[config.mk]
export PLATFORM = sky130hd
export DESIGN_NAME = seg_scan_ctrl
export DESIGN_NICKNAME = d
export VERILOG_FILES = /design/src/rtl/seg_scan_ctrl.sv
export SDC_FILE = /design/constraint.sdc
export NUM_CORES = 1
export LEC_CHECK = 0
export CAP_MARGIN = 30
export CORE_UTILIZATION = 49
export DETAILED_ROUTE_END_ITERATION = 12
export PLACE_DENSITY_LB_ADDON = 0.08
export SLEW_MARGIN = 20
export SYNTH_ARGS = -nofsm -noshare
export SYNTH_HDL_FRONTEND = slang
export SYNTH_SLANG_ARGS = --single-unit
export TNS_END_PERCENT = 10
[constraint.sdc]
create_clock -name clk_100MHz -period 21.1 [get_ports clk_100MHz]
set_clock_uncertainty 0.05 [all_clocks]
set_input_delay 2.11 -clock clk_100MHz [delete_from_list [all_inputs] [get_ports clk_100MHz]]
set_output_delay 2.11 -clock clk_100MHz [all_outputs]
set_load 0.03 [all_outputs]
[src/rtl/seg_scan_ctrl.sv]
// Four-digit HH:MM common-anode 7-segment scan controller.
// One shared segment bus; each digit slot opens with an all-anodes-off blank interval.

module seg_digit_enc (
  input  logic [3:0] sym_i,
  output logic [6:0] seg_o
);
  // sym_i: 0..9 digit, 10 blank, 11 dash; {g,f,e,d,c,b,a} active-low
  always_comb begin
    seg_o = 7'h7F;
    case (sym_i)
      4'd0:  seg_o = 7'h40;
      4'd1:  seg_o = 7'h79;
      4'd2:  seg_o = 7'h24;
      4'd3:  seg_o = 7'h30;
      4'd4:  seg_o = 7'h19;
      4'd5:  seg_o = 7'h12;
      4'd6:  seg_o = 7'h02;
      4'd7:  seg_o = 7'h78;
      4'd8:  seg_o = 7'h00;
      4'd9:  seg_o = 7'h10;
      4'd11: seg_o = 7'h3F;
      default: seg_o = 7'h7F;
    endcase
  end
endmodule

module seg_scan_ctrl #(
  parameter int CLK_HZ    = 100_000_000,
  parameter int SCAN_HZ   = 1000,
  parameter int BLANK_CYC = 64
) (
  input  logic       clk_100MHz,
  input  logic       reset,
  input  logic [3:0] hours,
  input  logic [5:0] minutes,
  input  logic       pm,
  input  logic       sec_tick,
  input  logic       blink_en,
  output logic [6:0] seg,
  output logic       dp,
  output logic [3:0] an
);
  localparam int NUM_DIG = 4;
  localparam int DIV     = CLK_HZ / SCAN_HZ;
  localparam int CW      = $clog2(DIV);
  localparam logic [CW-1:0] CNT_MAX    = CW'(DIV - 1);
  localparam logic [CW-1:0] BLANK_LAST = CW'(BLANK_CYC - 1);
  localparam logic [3:0] SYM_BLANK = 4'd10;
  localparam logic [3:0] SYM_DASH  = 4'd11;

  typedef enum logic {S_BLANK, S_DRIVE} state_e;

  state_e      state_q, state_d;
  logic [CW-1:0] cnt_q, cnt_d;
  logic [1:0]  idx_q, idx_d;
  logic        colon_q;
  logic [3:0]  snap_h_q;
  logic [5:0]  snap_m_q;
  logic        snap_pm_q;
  logic [6:0]  seg_q;
  logic        dp_q;

  logic        wrap, slot_start, frame_start;
  logic [3:0]  src_h;
  logic [5:0]  src_m;
  logic        src_pm;
  logic        h_bad, m_bad, h_ten;
  logic [3:0]  h_one;
  logic [2:0]  m_tens;
  logic [5:0]  m_ones;
  logic [NUM_DIG-1:0][3:0] sym;
  logic [NUM_DIG-1:0][6:0] seg_code;
  logic        dp_d;

  assign wrap        = (cnt_q == CNT_MAX);
  assign slot_start  = (cnt_q == '0);
  assign frame_start = slot_start && (idx_q == 2'd0);

  // idx0 loads in the same cycle the snapshot is taken, so it must see the live inputs
  assign src_h  = frame_start ? hours   : snap_h_q;
  assign src_m  = frame_start ? minutes : snap_m_q;
  assign src_pm = frame_start ? pm      : snap_pm_q;

  always_comb begin
    h_bad  = (src_h == 4'd0) || (src_h > 4'd12);
    m_bad  = (src_m > 6'd59);
    h_ten  = (src_h >= 4'd10);
    h_one  = h_ten ? (src_h - 4'd10) : src_h;
    m_tens = 3'd0;
    m_ones = src_m;
    for (int k = 0; k < 5; k++) begin
      if (m_ones >= 6'd10) begin
        m_ones = m_ones - 6'd10;
        m_tens = m_tens + 3'd1;
      end
    end
    sym[3] = h_bad ? SYM_DASH : (h_ten ? 4'd1 : SYM_BLANK);
    sym[2] = h_bad ? SYM_DASH : h_one;
    sym[1] = m_bad ? SYM_DASH : {1'b0, m_tens};
    sym[0] = m_bad ? SYM_DASH : m_ones[3:0];
  end

  for (genvar g = 0; g < NUM_DIG; g++) begin : g_dig
    seg_digit_enc u_enc (
      .sym_i (sym[g]),
      .seg_o (seg_code[g])
    );
  end

  always_comb begin
    dp_d = 1'b1;
    case (idx_q)
      2'd0: dp_d = ~src_pm;
      2'd2: dp_d = ~(~blink_en | colon_q);
      default: dp_d = 1'b1;
    endcase
  end

  always_comb begin
    cnt_d   = wrap ? '0 : cnt_q + CW'(1);
    idx_d   = wrap ? idx_q + 2'd1 : idx_q;
    state_d = state_q;
    an      = 4'hF;
    case (state_q)
      S_BLANK: if (!wrap && cnt_q == BLANK_LAST) state_d = S_DRIVE;
      S_DRIVE: begin
        an = ~(4'b0001 << idx_q);
        if (wrap) state_d = S_BLANK;
      end
      default: state_d = S_BLANK;
    endcase
  end

  always_ff @(posedge clk_100MHz) begin
    if (reset) state_q <= S_BLANK;
    else       state_q <= state_d;
  end

  always_ff @(posedge clk_100MHz) begin
    if (reset) begin
      cnt_q     <= '0;
      idx_q     <= 2'd0;
      colon_q   <= 1'b1;
      snap_h_q  <= 4'd0;
      snap_m_q  <= 6'd0;
      snap_pm_q <= 1'b0;
      seg_q     <= 7'h7F;
      dp_q      <= 1'b1;
    end else begin
      cnt_q <= cnt_d;
      idx_q <= idx_d;
      if (sec_tick) colon_q <= ~colon_q;
      if (frame_start) begin
        snap_h_q  <= hours;
        snap_m_q  <= minutes;
        snap_pm_q <= pm;
      end
      if (slot_start) begin
        seg_q <= seg_code[idx_q];
        dp_q  <= dp_d;
      end
    end
  end

  assign seg = seg_q;
  assign dp  = dp_q;
endmodule

# Word level (Yosys, flattened, before mapping)
# Memories as Yosys holds them, arrays and structs flattened.
# Index checks and enable logic that the tools add are counted.
# classes
muxes,26
reduce_logical,8
add_sub_neg,12
eq_ne,3
shifts,1
bitwise,7
order_cmp,9
# ops
cell,count
$mux 4,9
$ge 6x4->1 const B,5
$mux 6,5
$sub 6x4->6 const B,4
$add 17x1->17 const B,1
$eq 17x17->1 const B,1
$eq 17x6->1 const B,1
$logic_not 17->1,1
$bmux 7 s2,1
$add 3x1->3 const B,4
$mux 3,4
$sub 4x4->4 const B,2
$mux 7,1
$gt 6x6->1 const B,1
$not 1->1,5
$ge 4x4->1 const B,1
$gt 4x4->1 const B,1
$logic_not 4->1,1
$mux 1,4
$not 4->4,1
$pmux 1 s2,2
$shl 1x2->4 const A,1
$lt 2x3->1 const B,1
$add 2x1->2 const B,1
other kinds (7),8
# totals
register_bits,40
out_inout_bits,12
elab_cells,79
rom_bits,448
memories,4
# mem_list
memory,words,word_bits,read_ports,rd_ports_with_merged_regs,wr,line,source
(no name shown),16,7,1,0,0,11,case (sym_i)
(no name shown),16,7,1,0,0,11,
(no name shown),16,7,1,0,0,11,
(no name shown),16,7,1,0,0,11,

# Depth between registers and ports, before layout
# An unclocked memory read counts as a cell.
# logic_depth
word_depth,17
depth_mapped,33
depth_no_buf,33

# Modules after synthesis
# From an unflattened synthesis, not the netlist that was laid out.
# unflattened
hier_cells,483
hier_area_um2,3915.0
# modules_own_cells
module,instances,area_per_inst_um2,cells_each,seq_area_each_um2
seg_scan_ctrl,1,3079.2,351,780.7
seg_digit_enc,4,209.0,33,0.0

# Least setup slack after synthesis
# OpenSTA, ideal clock, no wires.
# synth_path
path_kind,input -> register
from,input port minutes[1]
to,"register seg_q[0], in the netlist seg[0]"
path_stages,25
slack_ps,13747
arrival_ps,7183
setup_time_ps,119
n_path_buf,0
cell_sequence,mux2i_2 > inv_1 > ha_1 > nor2b_1 > o31ai_1 > and2_1 > mux2i_2 > xor2_1 > ha_1 > a2111oi_0 > nor2_1 > a21oi_1 > nor2b_2 > nor4_1 > a211oi_4 > nor2_2 > mux2_2 > ha_1 > nand2_1 > and3_1 > ha_1 > or3_1 > mux2i_1 > o221a_1 > o21ai_1
# synth_via
elab_chain_len,15
# synth_lines
item,line,source
from (decl),36,"input logic [5:0] minutes,"
$mux 6 *,-,
named net src_m[1],66,logic [5:0] src_m;
$sub 6x4->6 or $ge 6x4->1 (tied branches),"94, 93",
$mux 6 or $mux 1 (tied branches),93,if (m_ones >= 6'd10) begin
$sub 6x4->6 (tied with other cells),94,m_ones = m_ones - 6'd10;
$mux 6 or $mux 3 (tied branches),93,
$sub 6x4->6 (tied with other cells),94,
$mux 6 or $mux 3 (tied branches),93,
$sub 6x4->6 (tied with other cells),94,
$mux 6 or $mux 3 (tied branches),93,
$ge 6x4->1 (tied with other cells),93,
$mux 4 or $mux 3 (tied branches),93,
"$mux 4, on equally long branches","101, 100",
$mem_v2 16x7,-,
$bmux 7 s2 *,160,seg_q <= seg_code[idx_q];
$mux 7 (implied by the code) *,160,
to (signal assigned),160,
to (decl),61,logic [6:0] seg_q;
# Mark *: on every way through the listed nets, which the timed path passes. The rest lies on a longest branch. The select of a mux whose other input is x is not followed.
# A chain may end at the register's enable or synchronous reset.

# Final worst setup path
# Same ends and word-level chain as after synthesis.

==> results.sh <==
export IMPL_outcome="finished, final reports clean"
export IMPL_design_die_area_um2=8803
export IMPL_synth_edff_count=0
export IMPL_p_switching_uw=346.2
export IMPL_maxSlewViolCount=0
export IMPL_cts_post_setup_buffers_inserted=0
export IMPL_globalRouteTotalUtil=0.2293
export IMPL_place_hpwl_um=7431
export IMPL_drt_pre_antenna_iters=4
export IMPL_ys_seq_area_frac=0.1890
export IMPL_clockRootBuffer="sky130_fd_sc_hd__clkbuf_8"
export IMPL_timing_max_slew_rel_slack=0.4852
export IMPL_shortest_period_the_worst_path_allows_ps=8157
export IMPL_worstSetupPathType="input pin to register"
export IMPL_number_of_antenna_violations_at_the_first_check_in_global_routing=0
export IMPL_largest_net_degree_at_the_start_of_global_routing=26
export IMPL_insertion_delay_ps=300
export IMPL_setup_repair_after_global_routing_missed_its_margin="no"
export IMPL_maxCapViolations=0
export IMPL_detail_route_vias_per_cell=5.803
export IMPL_fp_row_count=33
export IMPL_drt_iter0_drc=124
export IMPL_setup_viol=0
export IMPL_timing_hold_ws_ps=440.4
export IMPL_reg2reg_setup_slack_ps=13330
export IMPL_synthFlopType="sky130_fd_sc_hd__dfxtp_1"
export IMPL_hold_viol=0
export IMPL_yosys_warnings=0
export IMPL_grt_overflow_total=0
export IMPL_routed_wl_um=9728
export IMPL_min_delay_path_depth=2
export IMPL_post_route_core_utilization=0.5533
export IMPL_transition_at_the_pin_with_the_smallest_max_transition_slack_ps=750.8
export IMPL_power_switching_share=0.5028
export IMPL_final_antenna_net_count=0
export IMPL_cellLeakagePower_uw=0.001871
export IMPL_yosys_register_bits=39
export IMPL_post_synth_instance_area_um2=4131
export IMPL_cts_sink_count=39
export IMPL_comb_power_share=0.793
export IMPL_initial_core_util=0.5054
export IMPL_clock_fmax_mhz=122.6
export IMPL_place_inst=643
export IMPL_nNetsFinal=595
export IMPL_internal_power_uw=342.3
export IMPL_setup_total_negative_slack_ps=0
export IMPL_cts_max_path_buffers=2
export IMPL_fp_dieH_um=93.83
export IMPL_timing_final_crit_share=0.3866
export IMPL_drt_drc_violations_left=0
export IMPL_crit_path_max_incr_delay_ps=540
export IMPL_boundary_pins=27
export IMPL_synthesis_nets=582
export IMPL_worst_min_delay_path_class="register to register"
export IMPL_cts_tree="built"
export IMPL_critical_path_startpoint_type="input pin"
export IMPL_reg2regPathDepth=28
export IMPL_crit_arrival_ps=8300
export IMPL_power_clock_fraction=0.080
export IMPL_worst_path_max_delay_cell="sky130_fd_sc_hd__clkdlybuf4s50_1"
export IMPL_route_detailed_wl_per_inst_um=14.94
export IMPL_p_per_area_nw_per_um2=152.2
export IMPL_grt_pass1_vias=3495
export IMPL_post_cts_resized=0
export IMPL_via_count_of_the_routed_design=3778
export IMPL_cp_end_kind="register"
export IMPL_peakVddDrop_v=0.00008487
export IMPL_timing_critical_path_depth=26
export IMPL_power_frac_seq=0.128
export IMPL_synth_cell_types=89
export IMPL_worst_setup_hold_path_clk_slew_ps=80
export IMPL_num_antenna_cells=0
export IMPL_most_used_cell_cp="sky130_fd_sc_hd__ha_1"
export IMPL_required_ps=21240
export IMPL_finalWeightedCongestion=0.8926
export IMPL_ctsHtreeMaxLevel=2
export IMPL_tritoncts_num_buffers=5
export IMPL_layout_drive_gt1_share=0.09707
export IMPL_core_region_area_um2=8175
export IMPL_critical_path_max_fanout=8
export IMPL_postSynthCellCount=532
export IMPL_synth_async_reset_ratio=0
export IMPL_grt_pass1_wl_um=16370
export IMPL_chip_width_um=93.83
export IMPL_cts_hold_buffers=0
export IMPL_post_layout_nonfiller_instances=651
export IMPL_io_buffers=26
export IMPL_critical_path_buf_inv_count=2
export IMPL_crit_family="simple AND/OR/NAND/NOR gates"
export IMPL_layout_area_overhead_vs_synth_pct=9.479
export IMPL_postSynthAreaPerCell_um2=7.766
tightest hold or removal path: cells and delay by family, from the launching register on:
kind            cells  cell delay [ps]
flops               1              340
compound gates      2              120
flip-flops by register name (all words and copies together) (netlist names):
register,flops
dp,1
seg,7
snap_m_q,6
snap_h_q,4
idx_q,2
state_q,1
colon_q,1
cnt_q,17
cell usage in the layout (no fill, tap or decap), types with 4 or more instances in the layout:
cell / count
sky130_fd_sc_hd__nand3_1: 14
sky130_fd_sc_hd__mux2i_1: 25
sky130_fd_sc_hd__dfxtp_1: 39
sky130_fd_sc_hd__inv_1: 26
sky130_fd_sc_hd__xor2_1: 13
sky130_fd_sc_hd__nor2b_1: 7
sky130_fd_sc_hd__a21o_1: 6
sky130_fd_sc_hd__o22ai_1: 4
sky130_fd_sc_hd__o21ai_1: 4
sky130_fd_sc_hd__nor3b_1: 5
sky130_fd_sc_hd__o22a_1: 4
sky130_fd_sc_hd__clkbuf_8: 6
sky130_fd_sc_hd__nand2_1: 57
sky130_fd_sc_hd__nand4_1: 11
sky130_fd_sc_hd__a21oi_1: 24
sky130_fd_sc_hd__xnor2_1: 13
sky130_fd_sc_hd__a31oi_1: 9
sky130_fd_sc_hd__nor2_1: 68
sky130_fd_sc_hd__a211oi_1: 4
sky130_fd_sc_hd__or3_1: 4
sky130_fd_sc_hd__clkdlybuf4s50_1: 26
sky130_fd_sc_hd__ha_1: 35
sky130_fd_sc_hd__o31ai_1: 5
sky130_fd_sc_hd__and2_1: 8
sky130_fd_sc_hd__nor3_1: 10
sky130_fd_sc_hd__o21ai_0: 22
Yosys cell counts (3+ instances only):
cell type	instances	area (µm²)
sky130_fd_sc_hd__and3_1	3	18.77
sky130_fd_sc_hd__nand4_1	11	68.82
sky130_fd_sc_hd__inv_1	26	97.59
sky130_fd_sc_hd__nor4_1	3	18.77
sky130_fd_sc_hd__o21ai_0	22	110.1
sky130_fd_sc_hd__a221oi_1	3	26.28
sky130_fd_sc_hd__mux2i_1	25	250.2
sky130_fd_sc_hd__ha_1	35	437.9
sky130_fd_sc_hd__nor2b_1	7	43.79
sky130_fd_sc_hd__clkbuf_1	17	63.81
sky130_fd_sc_hd__o22a_1	4	35.03
sky130_fd_sc_hd__nand3_1	14	70.07
sky130_fd_sc_hd__o22ai_1	4	25.02
sky130_fd_sc_hd__o21ai_1	4	20.02
sky130_fd_sc_hd__and2_1	8	50.05
sky130_fd_sc_hd__a21oi_1	24	120.1
sky130_fd_sc_hd__o31ai_1	5	37.54
sky130_fd_sc_hd__nor3b_1	5	37.54
sky130_fd_sc_hd__nor3_1	10	50.05
sky130_fd_sc_hd__or2_2	3	18.77
sky130_fd_sc_hd__a31oi_1	9	56.30
sky130_fd_sc_hd__nand2_1	57	214.0
sky130_fd_sc_hd__xnor2_1	13	113.9
sky130_fd_sc_hd__nand3b_1	3	22.52
sky130_fd_sc_hd__or3_1	4	25.02
sky130_fd_sc_hd__nor2_1	68	255.2
sky130_fd_sc_hd__clkinv_1	3	11.26
sky130_fd_sc_hd__dfxtp_1	39	780.8
sky130_fd_sc_hd__a211oi_1	4	30.03
sky130_fd_sc_hd__xor2_1	13	113.9
sky130_fd_sc_hd__mux2i_2	3	41.29
sky130_fd_sc_hd__nand2b_1	3	18.77
sky130_fd_sc_hd__a21o_1	6	45.04
routing by layer:
metal  wire length, µm  vias to the layer above  GRT usage
met3               372                       16    0.03236
met2              4421                       76     0.3808
met5                 0                        -          0
met1              4754                     1755     0.3078
li1                  -                     1931          -
met4               180                        0    0.06410
kinds of logic after synthesis:
group | share of synthesized area
DFF | 0.1890
buffers and inverters | 0.05209
AOI/OAI and AO/OA | 0.2241
muxes | 0.07874
and+or+nand+nor | 0.2726
adders and majority gates | 0.1060
xor gates and xnor gates | 0.07753
metrics by stage:
step	power [µW]	worst slack, ps	instance area, µm²
final	688.6	12940	4523
after CTS	688.8	12980	4523
after floorplan	529.6	13750	4131
after global routing	757.0	12510	4523
after global placement	625.6	12850	4424
after detailed placement	629.7	12670	4424
cell type report:
class	instances	area, µm²
clock buffer	6	82.58
inverter	29	108.9
clock inverter	2	16.27
tap	105	131.4
fill	797	3652
timing repair buffer	27	267.8
multi-input combinational	443	3136
sequential	39	780.7
power by group through the flow:
stage          Combinational [µW]  Sequential, µW  Clock [µW]
2_1_floorplan                 432            97.8           0
3_3_place_gp                  536            89.5           0
3_5_place_dp                  540            89.5           0
4_1_cts                       544            88.0        56.7
5_1_grt                       609            88.9        59.3
6_report                      546            88.0        54.8
path summary, 6_finish.rpt:
| check | start | endpoint |
|---|---|---|
| min | seg[3]$_SDFFE_PP1N_ | seg[3]$_SDFFE_PP1N_ |
| max | minutes[1] | seg[0]$_SDFFE_PP1N_ |
| min reg2reg | seg[3]$_SDFFE_PP1N_ | seg[3]$_SDFFE_PP1N_ |
| max reg2reg | idx_q[0]$_SDFFE_PP0N_ | seg[0]$_SDFFE_PP1N_ |
Note: power is estimated with default switching activity, not from simulation.
